[src/rtl/vargen_irq_pkg.sv]
// vargen_irq_pkg: shared constants and types for the vargen interrupt controller.
//   - register offsets inside the 16-byte window
//   - default base address of the register block
//   - bus acknowledge FSM state type (also exported for debug)
package vargen_irq_pkg;

  localparam logic [3:0] OFS_PENDING  = 4'h0;
  localparam logic [3:0] OFS_ENABLE   = 4'h4;
  localparam logic [3:0] OFS_EDGE_SEL = 4'h8;
  localparam logic [3:0] OFS_RAW      = 4'hC;

  localparam logic [31:0] DEFAULT_BASE_ADDR = 32'h0300_0000;

  typedef enum logic {
    ST_IDLE = 1'b0,
    ST_ACK  = 1'b1
  } bus_state_t;

endpackage

[src/rtl/vargen_irq_ctrl_if.sv]
// vargen_irq_ctrl_if: native picoRV32 memory bus, one requester and one slave.
//   mem_valid / mem_addr / mem_wdata / mem_wstrb : request, driven by master
//   mem_ready / mem_rdata                        : response, driven by slave
//
// Handshake: the master raises mem_valid with a stable address, data and
// strobes and holds them until it sees mem_ready=1. A transfer completes on
// the clock edge at which mem_ready=1 is sampled by the master; mem_ready is
// a single-cycle pulse and mem_rdata is only meaningful while it is high.
// mem_wstrb=0 marks a read, any other value a write.
interface vargen_irq_ctrl_if;

  logic        mem_valid;
  logic [31:0] mem_addr;
  logic [31:0] mem_wdata;
  logic [3:0]  mem_wstrb;
  logic        mem_ready;
  logic [31:0] mem_rdata;

  modport master (
    output mem_valid, mem_addr, mem_wdata, mem_wstrb,
    input  mem_ready, mem_rdata
  );

  modport slave (
    input  mem_valid, mem_addr, mem_wdata, mem_wstrb,
    output mem_ready, mem_rdata
  );

endinterface

[src/rtl/vargen_irq_sync.sv]
// vargen_irq_sync: one interrupt line's synchroniser and edge detector.
//   clk, resetn : system clock, asynchronous active-low reset
//   pin         : raw asynchronous interrupt pin
//   level       : synchronised pin level (last synchroniser flop)
//   rise        : one-cycle rising event, level & ~previous level
module vargen_irq_sync #(
  parameter int SYNC_STAGES = 2
) (
  input  logic clk,
  input  logic resetn,
  input  logic pin,
  output logic level,
  output logic rise
);

  logic [SYNC_STAGES-1:0] chain;
  logic                   hist;

  always_ff @(posedge clk or negedge resetn) begin
    if (!resetn) begin
      chain <= '0;
      hist  <= 1'b0;
    end else begin
      chain <= {chain[SYNC_STAGES-2:0], pin};
      hist  <= chain[SYNC_STAGES-1];
    end
  end

  assign level = chain[SYNC_STAGES-1];
  assign rise  = level & ~hist;

endmodule

[src/rtl/vargen_irq_ctrl.sv]
// vargen_irq_ctrl: interrupt controller in front of the picoRV32 core.
//   clk, resetn : system clock, asynchronous active-low reset
//   irq_in      : raw external interrupt pins (bit 0 = irq_5)
//   bus         : memory-mapped slave port (PENDING, ENABLE, EDGE_SEL, RAW)
//   cpu_irq     : registered interrupt vector, line i on bit IRQ_BASE+i
//   bus_state   : bus acknowledge FSM state, for debug/observation
module vargen_irq_ctrl
  import vargen_irq_pkg::*;
#(
  parameter int          NUM_IRQ     = 3,
  parameter int          IRQ_BASE    = 5,
  parameter int          SYNC_STAGES = 2,
  parameter logic [31:0] BASE_ADDR   = DEFAULT_BASE_ADDR
) (
  input  logic               clk,
  input  logic               resetn,
  input  logic [NUM_IRQ-1:0] irq_in,
  vargen_irq_ctrl_if.slave   bus,
  output logic [31:0]        cpu_irq,
  output bus_state_t         bus_state
);

  logic [NUM_IRQ-1:0] sync_level;
  logic [NUM_IRQ-1:0] sync_rise;
  logic [NUM_IRQ-1:0] pending, enable, edge_sel;
  logic [NUM_IRQ-1:0] pending_next, enable_next, edge_sel_next;
  logic [NUM_IRQ-1:0] wr_field, w1c;
  logic [31:0]        rdata_next, irq_next;
  logic [3:0]         ofs;
  logic               sel, wr_en;
  bus_state_t         state, state_next;

  // Write data above the register field and the upper byte strobes are
  // deliberately ignored.
  logic unused_bits;
  assign unused_bits = ^{bus.mem_wdata[31:NUM_IRQ], bus.mem_wstrb[3:1]};

  for (genvar i = 0; i < NUM_IRQ; i++) begin : g_line
    vargen_irq_sync #(.SYNC_STAGES(SYNC_STAGES)) u_sync (
      .clk    (clk),
      .resetn (resetn),
      .pin    (irq_in[i]),
      .level  (sync_level[i]),
      .rise   (sync_rise[i])
    );
  end

  // Bus FSM: IDLE accepts a request in the window, ACK is the single
  // mem_ready cycle. Leaving ACK unconditionally makes back-to-back requests
  // take two cycles each.
  always_ff @(posedge clk or negedge resetn) begin
    if (!resetn) state <= ST_IDLE;
    else         state <= state_next;
  end

  always_comb begin
    state_next = state;
    sel        = 1'b0;
    case (state)
      ST_IDLE: begin
        sel = bus.mem_valid && (bus.mem_addr[31:4] == BASE_ADDR[31:4]);
        if (sel) state_next = ST_ACK;
      end
      ST_ACK:  state_next = ST_IDLE;
      default: state_next = ST_IDLE;
    endcase
  end

  assign bus.mem_ready = (state == ST_ACK);
  assign bus_state     = state;

  // Register decode. Read data is returned for any selected access; the
  // core ignores it on writes.
  always_comb begin
    ofs           = bus.mem_addr[3:0];
    wr_en         = sel && bus.mem_wstrb[0];
    wr_field      = bus.mem_wdata[NUM_IRQ-1:0];
    w1c           = '0;
    enable_next   = enable;
    edge_sel_next = edge_sel;
    rdata_next    = '0;
    case (ofs)
      OFS_PENDING: begin
        rdata_next[NUM_IRQ-1:0] = pending;
        if (wr_en) w1c = wr_field;
      end
      OFS_ENABLE: begin
        rdata_next[NUM_IRQ-1:0] = enable;
        if (wr_en) enable_next = wr_field;
      end
      OFS_EDGE_SEL: begin
        rdata_next[NUM_IRQ-1:0] = edge_sel;
        if (wr_en) edge_sel_next = wr_field;
      end
      OFS_RAW: rdata_next[NUM_IRQ-1:0] = sync_level;
      default: ;
    endcase

    // Edge lines: sticky, a new rising event beats a simultaneous clear.
    // Level lines: follow the synchronised pin, so clears do not stick.
    pending_next = (edge_sel & ((pending & ~w1c) | sync_rise))
                 | (~edge_sel & sync_level);

    // Uses the current ENABLE, so an ENABLE write shows one edge later.
    irq_next = '0;
    irq_next[IRQ_BASE +: NUM_IRQ] = pending_next & enable;
  end

  always_ff @(posedge clk or negedge resetn) begin
    if (!resetn) begin
      pending       <= '0;
      enable        <= '0;
      edge_sel      <= '0;
      cpu_irq       <= '0;
      bus.mem_rdata <= '0;
    end else begin
      pending       <= pending_next;
      enable        <= enable_next;
      edge_sel      <= edge_sel_next;
      cpu_irq       <= irq_next;
      bus.mem_rdata <= sel ? rdata_next : '0;
    end
  end

endmodule
[src/flat_wrapper.sv]
// flat-port wrapper written by rule: the top's interface ports become plain ports
module vargen_irq_ctrl_flat import vargen_irq_pkg::*;
#(
  parameter int          NUM_IRQ     = 3,
  parameter int          IRQ_BASE    = 5,
  parameter int          SYNC_STAGES = 2,
  parameter logic [31:0] BASE_ADDR   = DEFAULT_BASE_ADDR
)
  (clk, resetn, irq_in, cpu_irq, bus_state, bus_mem_valid, bus_mem_addr, bus_mem_wdata, bus_mem_wstrb, bus_mem_ready, bus_mem_rdata);
  vargen_irq_ctrl_if bus_i ();
  input  logic clk;
  input  logic resetn;
  input  logic [NUM_IRQ-1:0] irq_in;
  output logic [31:0] cpu_irq;
  output bus_state_t bus_state;
  input wire logic [$bits(bus_i.mem_valid)-1:0] bus_mem_valid;
  input wire logic [$bits(bus_i.mem_addr)-1:0] bus_mem_addr;
  input wire logic [$bits(bus_i.mem_wdata)-1:0] bus_mem_wdata;
  input wire logic [$bits(bus_i.mem_wstrb)-1:0] bus_mem_wstrb;
  output wire logic [$bits(bus_i.mem_ready)-1:0] bus_mem_ready;
  output wire logic [$bits(bus_i.mem_rdata)-1:0] bus_mem_rdata;
  assign bus_i.mem_valid = bus_mem_valid;
  assign bus_i.mem_addr = bus_mem_addr;
  assign bus_i.mem_wdata = bus_mem_wdata;
  assign bus_i.mem_wstrb = bus_mem_wstrb;
  assign bus_mem_ready = bus_i.mem_ready;
  assign bus_mem_rdata = bus_i.mem_rdata;
  vargen_irq_ctrl #(.NUM_IRQ(NUM_IRQ), .IRQ_BASE(IRQ_BASE), .SYNC_STAGES(SYNC_STAGES), .BASE_ADDR(BASE_ADDR)) u_core (.clk(clk), .resetn(resetn), .irq_in(irq_in), .bus(bus_i), .cpu_irq(cpu_irq), .bus_state(bus_state));
endmodule
[config.mk]
export PLATFORM = sky130hd
export DESIGN_NAME = vargen_irq_ctrl_flat
export DESIGN_NICKNAME = d
export VERILOG_FILES = /design/src/rtl/vargen_irq_pkg.sv /design/src/rtl/vargen_irq_ctrl_if.sv /design/src/rtl/vargen_irq_sync.sv /design/src/rtl/vargen_irq_ctrl.sv /design/src/flat_wrapper.sv
export SDC_FILE = /design/constraint.sdc
export NUM_CORES = 1
export LEC_CHECK = 0
export ABC_AREA = 1
export BUFFER_PORTS_ARGS = -buffer_cell sky130_fd_sc_hd__buf_4
export CORE_AREA = 2 2 73 61
export DETAILED_ROUTE_END_ITERATION = 10
export DIE_AREA = 0 0 75 63
export PLACE_DENSITY = 0.84
export REMOVE_ABC_BUFFERS = 1
export SLEW_MARGIN = 20
export SYNTH_ARGS = -nofsm -noshare
export SYNTH_HDL_FRONTEND = slang
export SYNTH_SLANG_ARGS = --single-unit
[constraint.sdc]
create_clock -name clk -period 3.1 [get_ports clk]
set_input_delay 0 -clock clk [delete_from_list [all_inputs] [get_ports clk]]
set_output_delay 0 -clock clk [all_outputs]
set_load 0.02 [all_outputs]
==> results of run 1 <==
## stage by stage
stage | power (W) | hold slack (ns) | utilization [%] | instances | setup slack, ns
after floorplan | 0.000424 | -0.296 | - | 195 | 1.66
after global placement | 0.000477 | -0.0871 | 43.9 | 301 | 1.72
after detailed placement | 0.000480 | -0.0800 | 43.9 | 301 | 1.70
after CTS | 0.000680 | 0.0750 | 46.9 | 312 | 1.69
after global routing | 0.000712 | 0.0908 | 46.9 | 312 | 1.55
final | 0.000675 | 0.0799 | 46.9 | 312 | 1.70
## path summary, 6_finish.rpt
kind,from,to,slack [ns]
min in group asynchronous,resetn,u_core.g_line[1].u_sync.chain[0],0.16
min reg2reg,u_core.g_line[0].u_sync.chain[0],u_core.g_line[0].u_sync.chain[1],0.36
min,bus_mem_wstrb[0],u_core.pending[2],0.08
max,u_core.bus.mem_ready,u_core.edge_sel[0],1.70
max reg2reg,u_core.bus.mem_ready,u_core.edge_sel[0],1.70
max in group asynchronous,resetn,u_core.bus.mem_rdata[2],2.71
## layout make-up
type / instances / area, µm²
Tap cell: 57 / 71.3
Clock inverter: 1 / 7.51
Fill cell: 407 / 2130
Multi-Input combinational cell: 151 / 631
Clock buffer: 3 / 41.3
Inverter: 19 / 71.3
Timing Repair Buffer: 56 / 438
Sequential cell: 25 / 626
## cells by family (layout without fill, tap and decap cells)
| kind of cell | count (synthesis) | count (layout) | synth area share [%] |
|---|---|---|---|
| compound gates | 12 | 12 | 4.10 |
| buf+inv | 78 | 79 | 33.0 |
| flops | 25 | 25 | 40.2 |
| other cells | 1 | 58 | 0.241 |
| simple gates | 81 | 81 | 22.4 |
## layout by cell type (no fill, tap or decap), types with 3 or more instances in the layout
| master | count |
|---|---|
| sky130_fd_sc_hd__dlygate4sd3_1 | 7 |
| sky130_fd_sc_hd__buf_4 | 49 |
| sky130_fd_sc_hd__nand2_1 | 47 |
| sky130_fd_sc_hd__nor2_1 | 21 |
| sky130_fd_sc_hd__a31oi_1 | 3 |
| sky130_fd_sc_hd__o21ai_0 | 6 |
| sky130_fd_sc_hd__dfrtp_1 | 25 |
| sky130_fd_sc_hd__nor2_4 | 3 |
| sky130_fd_sc_hd__inv_1 | 18 |
| sky130_fd_sc_hd__nand3_1 | 6 |
| sky130_fd_sc_hd__a21oi_1 | 3 |
| sky130_fd_sc_hd__conb_1 | 58 |
| sky130_fd_sc_hd__clkbuf_8 | 3 |
## synth_stat cells (3+ instances only)
library cell | number | area share (%)
sky130_fd_sc_hd__a31oi_1 | 3 | 1.2
sky130_fd_sc_hd__nor2_1 | 21 | 5.1
sky130_fd_sc_hd__buf_4 | 59 | 28
sky130_fd_sc_hd__nand3_1 | 6 | 1.9
sky130_fd_sc_hd__nor2_4 | 3 | 2.2
sky130_fd_sc_hd__o21ai_0 | 6 | 1.9
sky130_fd_sc_hd__inv_1 | 18 | 4.3
sky130_fd_sc_hd__dfrtp_1 | 25 | 40
sky130_fd_sc_hd__nand2_1 | 47 | 11
sky130_fd_sc_hd__a21oi_1 | 3 | 0.96
## worst min-delay path, cell delays in order
cell and delay, ns:
sky130_fd_sc_hd__buf_4 0.12, sky130_fd_sc_hd__nand3_1 0.07, sky130_fd_sc_hd__nand2_1 0.07, sky130_fd_sc_hd__nand2_1 0.05
## routing by layer
metal	vias up	routed length, µm	part of all wire (%)	track usage [%]
met5	-	0	0	0
met4	0	6	0.22	0.670
met3	3	283	11	3.87
met2	56	1240	46	19.7
met1	530	1140	43	14.2
li1	591	-	-	-
## report_power, final
group          switching [W]  internal, W
registers         0.00000412     0.000336
logic              0.0000935    0.0000474
clock network       0.000104    0.0000911
total               0.000201     0.000474
## state kept, by name, summed over array words and instances, names as in the netlist
register	count
u_core.edge_sel	3
u_core.bus.mem_ready	1
u_core.enable	3
u_core.pending	3
u_core.g_line.u_sync.chain	6
u_core.cpu_irq	3
u_core.g_line.u_sync.hist	3
u_core.bus.mem_rdata	3
## timing repair
item | CTS | global route
endpoints found under the hold margin | 34 | 0
resized for setup | 0 | 0
hold buffers | 7 | 0
==> results.txt, run 1 <==
The logs give 0 for the number of hold-slack violations in the final timing report and 40.2% for the share of synthesized area occupied by flip-flops and latches. The cell repeated most along the worst path was sky130_fd_sc_hd__nand2_1. The area growth from synthesis to layout came out at 21.1%. The worst-case clock skew was 0.00340 ns; the count of buffer and inverter cells on the critical path was 1. The critical path goes through nor2_1, nand2_1, nor2_1, nand2_1, nor2_4, nand2_4, nor2_4, inv_2, nand2_1, nand2_1. For the finished layout, the period the worst path requires is 1.40 ns. After routing the design area is 1890 µm².

The worst hold path belongs to the class in -> reg. Buffer count from post-CTS setup fixing: 0. Summed over all layers, the global routing overflow is 0. The post-detailed-route DRC marker count is 0, and the peak clock frequency supported by timing is 716 MHz. The dominant delay contributor by cell family on the critical path was simple AND/OR/NAND/NOR gates.

The tool flagged a number of max-cap violations equal to 0. The number of distinct library cells after synthesis is 16, and the maximum level of the CTS H-tree is 1. TritonCTS built the clock tree. Setup repair after global routing left no endpoint under its margin. After clock tree synthesis, the clock-pin slew on the worst setup and hold paths is 0.09 ns. In this run, CTS created clock tree buffers numbering 3.

The worst setup path is captured at a register. After detailed routing, the average wire length per cell comes to 8.58 µm. The detail route stage leaves a number of antenna-violating nets equal to 0. The tools report the number of nets in the finished design as 330. The number of global-route vias before repair was 1,023.

The first global-routing pass estimated 4190 µm of wire. Of the cells placed in the final design, the portion with a size suffix greater than 1 is 23.5%. The mapped cell area was 1560 µm²; the leakage power total was 1.04 nW. The slowest stage of the critical path is the sky130_fd_sc_hd__dfrtp_1 cell. The pre-antenna-repair detailed-routing pass consisted of 4 iterations. At the worst endpoint, the arrival time is 1.56 ns.

The clock reaches the later pin of the worst-skew pair after 0.27 ns. The area of the core was 4020 µm²; the horizontal extent of the die was 75 µm. The number of placement rows is 21, and the warning count from the yosys run is 0. The tools report the half-perimeter wire length after detailed placement as 2210 µm. In this run the clock root is driven by a sky130_fd_sc_hd__clkbuf_8. Pin placement for this block handled 140 I/O pins.

After synthesis the netlist holds a flip-flop and latch count of 25. Dividing total power by cell area gives a power density of 358 nW/µm². The share of the clock period used by the worst path after layout works out to 45.1%. At the worst endpoint, the required time is 3.27 ns. 0 antenna diodes ended up in the layout. Largest fanout on the critical path: 6. In the synthesized netlist the async set-or-reset flop fraction comes to 100%. The detailed router finished its first iteration with 57 violations. The total count of max-transition violations in the final report came out at 0.

STA classifies the critical path startpoint as a register. The number of flops mapped to enable cells by yosys works out to 0. Die span in y: 63 µm.

Counting every sink on the clock net gives 25. After detailed placement, the total cell area comes to 1770 µm². The flow ran to the end, and the final reports show no timing, DRC or antenna violations. IR analysis of the VDD net gives a maximum drop of 0.278 mV. In this run the deepest clock path goes through 2 buffers. The cell count after synthesis came out at 197. Pin count of the biggest net entering global routing: 26.

Depth of the worst hold-timing path: 4. The congestion estimate from routability-driven global placement came to 0.846. The setup TNS after final layout was 0 ns. The logs give 0 for the number of antenna violations at the first check in global routing and 1,180 for the via count.

The count of buffers added on input and output ports is 49. Setup violations remaining at the end of the flow were counted as 0. For this run, the total global-route usage over all layers was measured as 11.4%. Longest individual stage delay on the worst path: 0.40 ns. The run gives 38.7% as the initial core utilization. The most used flip-flop cell after synthesis was sky130_fd_sc_hd__dfrtp_1. Total die area: 4730 µm². Counting buffers and inverters, the worst setup path is 10 cells deep. For the routed wire length, the log shows 2680 µm. By startpoint and endpoint, the worst setup path is classified as reg -> reg. The number of cell instances on the worst register-to-register path works out to 10. In this run the mean area of a mapped cell was 7.90 µm².

The number of vias per cell came out at 3.78.
(Power assumes the default switching activity.)
==> inputs of run 2 (changes only) <==
--- a/config.mk
+++ b/config.mk
@@ -7,10 +7,10 @@
 export LEC_CHECK = 0
 export ABC_AREA = 1
 export BUFFER_PORTS_ARGS = -buffer_cell sky130_fd_sc_hd__buf_4
-export CORE_AREA = 2 2 73 61
+export CORE_AREA = 2 2 76 64
 export DETAILED_ROUTE_END_ITERATION = 10
-export DIE_AREA = 0 0 75 63
-export PLACE_DENSITY = 0.84
+export DIE_AREA = 0 0 78 66
+export PLACE_DENSITY = 0.77
 export REMOVE_ABC_BUFFERS = 1
 export SLEW_MARGIN = 20
 export SYNTH_ARGS = -nofsm -noshare
==> constraint.sdc (replaced) <==
create_clock -name clk -period 1.3 [get_ports clk]
set_input_delay 0 -clock clk [delete_from_list [all_inputs] [get_ports clk]]
set_output_delay 0 -clock clk [all_outputs]
set_load 0.02 [all_outputs]
==> results.txt, run 2 (synthesis results as in run 1) <==
Clock period minus worst slack: 1.33 ns (-0.0692 ns). The signal on the critical path passes through nor2_1, nand2_1, nor2_1, nand2_1, nor2_4, buf_4, nand3_1, nand2_1, a21oi_1. Area growth from synthesis to layout: 24.5%. The cell sitting at the root of the clock tree is a sky130_fd_sc_hd__clkbuf_8. The number of I/O port buffers was 49 (unchanged); the via count was 1,184 (+0.34%). The maximum level of the CTS H-tree came out at 1 (unchanged). The launching element of the worst setup path is u_core.bus.mem_ready. The total setup violations reported at the end of the flow is 7 (+7), and the required time reported for the critical path endpoint is 1.46 ns (-1.81 ns). The fraction of final layout cells sized beyond drive strength 1 works out to 25.8% (+2.2 points).

The clock insertion delay at the later pin of the skew report is 0.27 ns (about the same). The TritonCTS buffer count was 3 (unchanged). The first-pass GRT wire length was 4600 µm (+9.9%); the antenna cell count was 0 (unchanged).

The tools report the setup TNS after final layout as -0.0860 ns (-0.0860 ns). The library cells used most frequently in the layout, excluding fill and tap cells, are sky130_fd_sc_hd__conb_1 (58), sky130_fd_sc_hd__buf_4 (54), sky130_fd_sc_hd__nand2_1 (46). The arrival time at the worst endpoint is 1.48 ns (-0.08 ns), and the area taken by flip-flops and latches is 626 µm² (unchanged). The longest individual stage delay on the worst path is 0.38 ns (-0.02 ns). The post-CTS clock slew at the launch and capture registers of the worst setup and hold paths works out to 0.08 ns (about the same).

The run finished, with violations left. The run gives 26 (unchanged) as the pin count of the biggest net entering global routing. For the area of the core, the log shows 4400 µm² (+9.6%). The number of nets in the finished design came out at 335 (+1.5%). The critical path is of the reg -> reg type.

The worst-case clock skew is 0.00410 ns (+0.000703 ns). For the number of fill cells, the log shows 431 (+5.9%). Ranked by flip-flop count, first place goes to u_core.g_line.u_sync.chain. The number of hold-slack violations in the final timing report was 0 (unchanged); the routed wire length was 2820 µm (+5.2%). Number of max-capacitance violations reported: 0 (unchanged). The slowest stage of the critical path is the sky130_fd_sc_hd__dfrtp_1 cell. For the number of placement rows, the log shows 22 (+4.8%). The worst hold path belongs to the class in -> reg. The logs give 0.782 mV (+180%) for the highest ir drop seen on vdd and 0.00160 W (+140%) for the total power consumption of the routed design. STA classifies the critical path startpoint as a register.

For the number of buffers on the longest clock path, the log shows 2 (unchanged). The run gives 0 (unchanged) as the total count of max-transition violations in the final report. The share of the clock period used by the worst path after layout is 102% (+57 points), and the number of antenna violations at the first check in global routing is 0 (unchanged).

The die span in y works out to 66 µm (+4.8%). The worst flop-to-flop path startpoint is u_core.bus.mem_ready. The area of the multi-input gates is 646 µm² (+2.4%), and the horizontal extent of the die is 78 µm (+4.0%). The I/O pin total is 140 (unchanged), and the peak clock frequency supported by timing is 753 MHz (+5.2%).

TritonCTS built the clock tree. The initial core utilization was 35.3% (-3.4 points). The run gives -0.03 ns (-1.73 ns) as the register-to-register setup slack. The worst setup path is captured at a register.

The routability-driven placement congestion ratio was 0.783 (-7.5%). The checks that failed: setup timing. The post-place setup slack came out at -0.0725 ns (-1.77 ns).

The leading cell type in the layout, fill and taps excluded was sky130_fd_sc_hd__conb_1. Power per standard cell area: 823 nW/µm² (+130%). Setup repair after global routing could not meet its margin everywhere. The total congestion overflow was 0 (unchanged); the number of DRC markers after the initial detailed-route iteration was 30 (-47%). The tools report the total die area as 5150 µm² (+9.0%).

The logs give 2330 µm (+5.2%) for the half-perimeter wire length after detailed placement and 0.0763 ns (-0.00362 ns) for the worst slack on hold paths. The post-detailed-route DRC marker count was 0 (unchanged). The startpoint identified for the worst hold timing path is bus_mem_wstrb[0]. By instance count, the cell type seen most on the critical path is sky130_fd_sc_hd__nand2_1.

For the slack of the critical path, the log shows -0.0276 ns (-1.73 ns). The global router's overall resource usage was 11.2% (-0.15 points). The largest fanout on the critical path is 4 (-2), and the final routed wire length divided by cell count is 8.80 µm (+2.6%). The tools report the remaining number of nets flagged by the antenna check after routing as 0 (unchanged). The leakage power total is 1.06 nW (+2.7%), and the non-filler instance count after layout is 320 (+2.6%). The number of flip-flops in the largest register works out to 6 (unchanged). The cell total after placement came out at 305 (+1.3%). The number of vias per cell works out to 3.70 (-2.2%).

The detailed-routing iteration count for the pre-antenna-repair pass is 4 (unchanged), and the clock sink count is 25 (unchanged). The tools report the number of global-route vias before repair as 1,075 (+5.1%).
## run 2: cell types whose count changed in the layout (fill, tap and decap cells not counted)
| cell | delta |
|---|---|
| sky130_fd_sc_hd__buf_4 | +5 |
| sky130_fd_sc_hd__clkinvlp_4 | -1 |
| sky130_fd_sc_hd__nand2_2 | +1 |
| sky130_fd_sc_hd__o21ai_1 | +3 |
| sky130_fd_sc_hd__o21ai_0 | -3 |
| sky130_fd_sc_hd__nand2_1 | -1 |
| sky130_fd_sc_hd__a31oi_2 | +2 |
| sky130_fd_sc_hd__a31oi_1 | -2 |
| sky130_fd_sc_hd__clkbuf_1 | +1 |
## run 2: final timing paths
check,endpoint,cells after the start
setup reg to reg,u_core.cpu_irq[6],9
setup / recovery,u_core.cpu_irq[6],9
hold / removal,u_core.pending[2],4
min in group asynchronous,u_core.g_line[0].u_sync.chain[1],2
max in group asynchronous,u_core.g_line[0].u_sync.hist,2
hold reg to reg,u_core.g_line[0].u_sync.chain[1],0
## run 2: routing by layer
metal	GRT usage [%]	part of all wire, %
met5	0	0
met4	1.32	0.25
met3	3.42	5.9
met2	20.9	53
met1	13.1	41
## run 2: critical path, delay by kind of cell, from the launching register on
kind            cells  cell delay, ns
compound gates      1            0.07
simple gates        7            0.62
flops               1            0.38
buf+inv             1            0.15
## run 2: cell type report
type	instances	area share, %
clock buffer	4	2.32
inverter	19	3.68
multi-input combinational	151	33.3
sequential	25	32.3
tap	60	3.87
timing repair buffer	61	24.5
## run 2: through the flow
step / area (µm²) / util [%]
after floorplan: 1330 / -
after global placement: 1780 / 40.4
after detailed placement: 1780 / 40.4
after CTS: 1910 / 43.3
after global routing: 1940 / 44.0
final: 1940 / 44.0
## run 2: report_power, final
| part | total, W | switching, W | internal [W] | leakage [nW] |
|---|---|---|---|---|
| logic | 0.000336 | 0.000222 | 0.000114 | 0.742 |
| clock network | 0.000450 | 0.000230 | 0.000219 | 0.0228 |
| registers | 0.000810 | 0.0000101 | 0.000800 | 0.299 |
| total | 0.00160 | 0.000463 | 0.00113 | 1.06 |
## run 2: repair_timing
item                                    CTS  global route
endpoints found under the hold margin    34             0
setup buffers                             2             2
hold buffers                              7             0
gates resized for setup                   1             5
endpoints found under the setup margin    7            15
pin swaps                                 4             4
==> inputs of run 3 (changes only) <==
--- a/config.mk
+++ b/config.mk
@@ -5,12 +5,11 @@
 export SDC_FILE = /design/constraint.sdc
 export NUM_CORES = 1
 export LEC_CHECK = 0
-export ABC_AREA = 1
 export BUFFER_PORTS_ARGS = -buffer_cell sky130_fd_sc_hd__buf_4
-export CORE_AREA = 2 2 76 64
+export CORE_AREA = 2 2 77 64
 export DETAILED_ROUTE_END_ITERATION = 10
-export DIE_AREA = 0 0 78 66
-export PLACE_DENSITY = 0.77
+export DIE_AREA = 0 0 79 66
+export PLACE_DENSITY = 0.78
 export REMOVE_ABC_BUFFERS = 1
 export SLEW_MARGIN = 20
 export SYNTH_ARGS = -nofsm -noshare
==> results.txt, run 3 <==
The post-synthesis share of cell area spent on xor and xnor gates was 0% (unchanged); the number of I/O port buffers was 49 (unchanged). The antenna cell count is 0 (unchanged). The basic-gate share of the synthesized area counting and, or, nand and nor cells was 19.3% (-3.1 points). TritonCTS built the clock tree. The logs give 0 (unchanged) for the number of max-capacitance violations reported and 22 (unchanged) for the number of placement rows. The path type of the worst setup path was reg -> reg. The remaining number of nets flagged by the antenna check after routing was 0 (unchanged); the proportion of netlist area held by the largest area contributor was 38.2% (-2.0 points). The fraction of final layout cells sized beyond drive strength 1 is 36.8% (+11 points), and the share of synthesized area occupied by flip-flops and latches is 38.2% (-2.0 points).

The internal power is 0.00115 W (+1.3%), and the total count of max-transition violations in the final report is 0 (unchanged). The fraction of the mapped netlist area in compound gates came out at 6.19% (+2.1 points). The mean cell area of the mapped netlist was 10.6 µm² (+34%); the number of synthesized register bits was 25 (unchanged).

In the layout the commonest cells are sky130_fd_sc_hd__buf_4 (64), sky130_fd_sc_hd__conb_1 (58), sky130_fd_sc_hd__dfrtp_1 (25). Leaving out fill and tap cells, the most frequent cell in the layout is sky130_fd_sc_hd__buf_4. The combinational family with the most area after synthesis is buffers and inverters. The detailed-routing iteration count for the pre-antenna-repair pass was 4 (unchanged); the number of vias per cell was 4.17 (+13%). Among cell families on the critical path, the largest total delay comes from simple AND/OR/NAND/NOR gates.

The area of the core was 4460 µm² (+1.3%). The die span in y works out to 66 µm (unchanged). The tools report the TritonCTS buffer count as 3 (unchanged).

Switching share of power: 30.3% (+1.3 points). The number of flip-flops in the largest register works out to 6 (unchanged). The peak clock frequency supported by timing was 626 MHz (-17%). Pin count of the biggest net entering global routing: 26 (unchanged). The biggest area contributor in the post-synthesis netlist is sky130_fd_sc_hd__dfrtp_1. The clock insertion delay at the later pin of the skew report was 0.27 ns (about the same).

The library cell with the highest instance count after synthesis is sky130_fd_sc_hd__buf_4. The global router's overall resource usage is 13.7% (+2.5 points), and the worst-case clock skew is 0.00876 ns (+0.00466 ns). The tools report the post-place instance area as 1960 µm² (+10%).

The largest fanout on the critical path is 3 (-1). The run gives 1.74 ns (+0.26 ns) as the arrival time at the worst endpoint. The share of synthesized cell area in full adder, half adder and majority cells came out at 0% (unchanged). The flow ran to the end, but the final reports show violations. The highest ir drop seen on vdd was 0.418 mV (-47%). For the cell area after layout, the log shows 2140 µm² (+11%). The checks that failed: setup timing. The run gives -2.15 ns (-2.07 ns) as the setup TNS after final layout. Yosys attributes the largest share of cell area to sky130_fd_sc_hd__dfrtp_1 (38%), sky130_fd_sc_hd__buf_4 (27%), sky130_fd_sc_hd__mux2_1 (4.1%). The critical path goes through nor4_4, nand4_4, nor4_4, mux2_1. The number of cell instances on the worst register-to-register path came out at 4 (-5). The tools report the element type at the critical path start as a register. The worst register-to-register path begins at u_core.bus.mem_ready. The power per standard cell area came out at 768 nW/µm² (-6.8%).

The run gives 23.6% (+2.6 points) as the combinational fraction of design power. Setup repair after global routing could not meet its margin everywhere. The tools report the total die area as 5210 µm² (+1.3%). After synthesis, the most frequently instantiated cells are sky130_fd_sc_hd__buf_4 (59), sky130_fd_sc_hd__dfrtp_1 (25), sky130_fd_sc_hd__nor4_1 (8), sky130_fd_sc_hd__nor2_1 (7). The cell repeated most along the worst path was sky130_fd_sc_hd__nor4_4. Kind of capture point of the worst setup path: a register.

The tools report the total congestion overflow as 0 (unchanged). The half-perimeter wire length after detailed placement is 2670 µm (+15%), and the required time reported for the critical path endpoint is 1.45 ns (about the same). The first-pass GRT wire length came out at 5580 µm (+21%). The final routed wire length divided by cell count was 11.6 µm (+31%). The count of buffer and inverter cells on the critical path is 0 (-1). The via count is 1,201 (+1.4%), and the number of global-route vias before repair is 1,249 (+16%). The number of buffers on the longest clock path is 2 (unchanged).

The async set or reset register ratio after synthesis was 100% (unchanged). Cell with the largest stage delay on the worst path: sky130_fd_sc_hd__dfrtp_1. The routed wire length came out at 3330 µm (+18%). The slack of the critical path is -0.298 ns (-0.271 ns).

Number of distinct library cells after synthesis: 26 (+10). The number of flops mapped to enable cells by yosys was 0 (unchanged); the worst slack on hold paths was 0.139 ns (+0.0630 ns). The longest individual stage delay on the worst path is 0.41 ns (+0.03 ns), and the fraction of synthesized area in multiplexers is 7.80% (+7.8 points).

The worst reg2reg path endpoint was u_core.edge_sel[0]. Leakage power total: 1.08 nW (+1.6%). The clock sink count is 25 (unchanged), and the area growth from synthesis to layout is 31.0%. The library cell used as clock root buffer was sky130_fd_sc_hd__clkbuf_8. For the clock share of power, the log shows 27.5% (-0.7 points). The switching power is 0.000498 W (+7.7%). The horizontal extent of the die was 79 µm (+1.3%). For the warning count from the yosys run, the log shows 0 (unchanged). For the initial core utilization, the log shows 36.7% (+1.4 points). For the number of fill cells, the log shows 446 (+3.5%). The post-detailed-route DRC marker count was 0 (unchanged). The min-delay analysis places its worst path in the category in -> reg. The number of hold-slack violations in the final timing report came out at 0 (unchanged). For the fraction of power consumed by sequential logic, the log shows 48.9% (-1.9 points).

The number of antenna violations at the first check in global routing came out at 0 (unchanged). Ranked by flip-flop count, first place goes to u_core.g_line.u_sync.chain. The tools report the post-synthesis instance total as 155 (-21%). For this run, the leading register cell type out of synthesis is sky130_fd_sc_hd__dfrtp_1.

The register-to-register setup slack is -0.30 ns (-0.27 ns). The capture endpoint of the worst hold path is u_core.bus.mem_rdata[2]. The clock period minus worst slack is 1.60 ns (+0.271 ns), and the I/O pin total is 140 (unchanged). The total setup violations reported at the end of the flow came out at 15 (+8).

Number of nets in the finished design: 303 (-9.6%). The depth of the worst hold-timing path was 4 (unchanged). The launch instance of the worst min-delay path is bus_mem_addr[1].

For the maximum level of the CTS H-tree, the log shows 1 (unchanged). The mapped cell area came out at 1640 µm² (+5.1%). The share of the clock period used by the worst path after layout came out at 123% (+21 points). The routability-driven placement congestion ratio is 0.791 (+1.1%).

The number of DRC markers after the initial detailed-route iteration was 60 (+100%); the post-CTS clock slew at the launch and capture registers of the worst setup and hold paths was 0.09 ns (about the same).
-- run 3: changes by cell type after synthesis, sizes merged, moves of 6 or more --
cell   delta
nand3     -6
nor4     +12
nand2    -44
nor2     -18
mux2i     +6
o21ai     -6
mux2      +6
inv      -15
-- run 3: cell families after synthesis --
kind of cell | Yosys count
AO/OA/AOI/OAI | 15
flip-flops | 25
buffers and inverters | 64
other | 1
AND/OR/NAND/NOR | 38
multiplexers | 12
-- run 3: routing by layer --
| metal | part of all wire, % | global-route usage, % | up-vias |
|---|---|---|---|
| met3 | 6.3 | 4.37 | 4 |
| met1 | 39 | 15.8 | 582 |
| met5 | 0 | 0 | - |
| met4 | 0.54 | 3.02 | 0 |
| met2 | 54 | 24.8 | 43 |
| li1 | - | - | 572 |
-- run 3: through the flow --
step                worst slack (ns)  std cells  util [%]  total power [W]
finish                        -0.298        288      48.1          0.00165
global route                  -0.397        288      48.1          0.00173
CTS                           -0.302        288      47.8          0.00166
detailed placement            -0.316        276      43.9          0.00118
global placement              -0.267        276      43.9          0.00117
floorplan                     -0.446        152         -          0.00101
-- run 3: worst register-to-register path, cell delays in order (launching register included) --
cell	delay, ns
sky130_fd_sc_hd__dfrtp_1	0.41
sky130_fd_sc_hd__nor4_4	0.18
sky130_fd_sc_hd__nand4_4	0.16
sky130_fd_sc_hd__nor4_4	0.35
sky130_fd_sc_hd__mux2_1	0.37
-- run 3: layout make-up --
class | instances | area, µm² | share of cell area, %
clock buffer | 3 | 41.3 | 1.93
clock inverter | 1 | 5.00 | 0.233
inverter | 4 | 15.0 | 0.700
timing repair buffer | 72 | 562 | 26.2
multi-input combinational | 123 | 821 | 38.3
sequential | 25 | 626 | 29.2
tap | 60 | 75.1 | 3.50
-- run 3: how the worst max path moves through the flow --
stage / start / end / slack [ns] / cells after the start
global placement: u_core.bus.mem_ready / u_core.edge_sel[0] / -0.27 / 4
floorplan: u_core.bus.mem_ready / u_core.enable[0] / -0.45 / 4
finish: u_core.bus.mem_ready / u_core.edge_sel[0] / -0.30 / 4
detailed placement: u_core.bus.mem_ready / u_core.enable[0] / -0.32 / 4
global route: u_core.bus.mem_ready / u_core.edge_sel[0] / -0.40 / 4
CTS: u_core.bus.mem_ready / u_core.edge_sel[0] / -0.30 / 4
-- run 3: power groups by stage --
stage	combinational, W	clock, W	sequential [W]
floorplan	0.000196	0	0.000817
global placement	0.000354	0	0.000820
detailed placement	0.000359	0	0.000820
CTS	0.000382	0.000473	0.000805
global route	0.000422	0.000504	0.000807
finish	0.000389	0.000452	0.000805
-- run 3: timing repair --
action	CTS	global route
endpoints found under the hold margin	34	0
buffers inserted	2	1
pin swaps	8	4
setup endpoints to repair	15	16
resized for setup	8	2
hold buffers	7	0
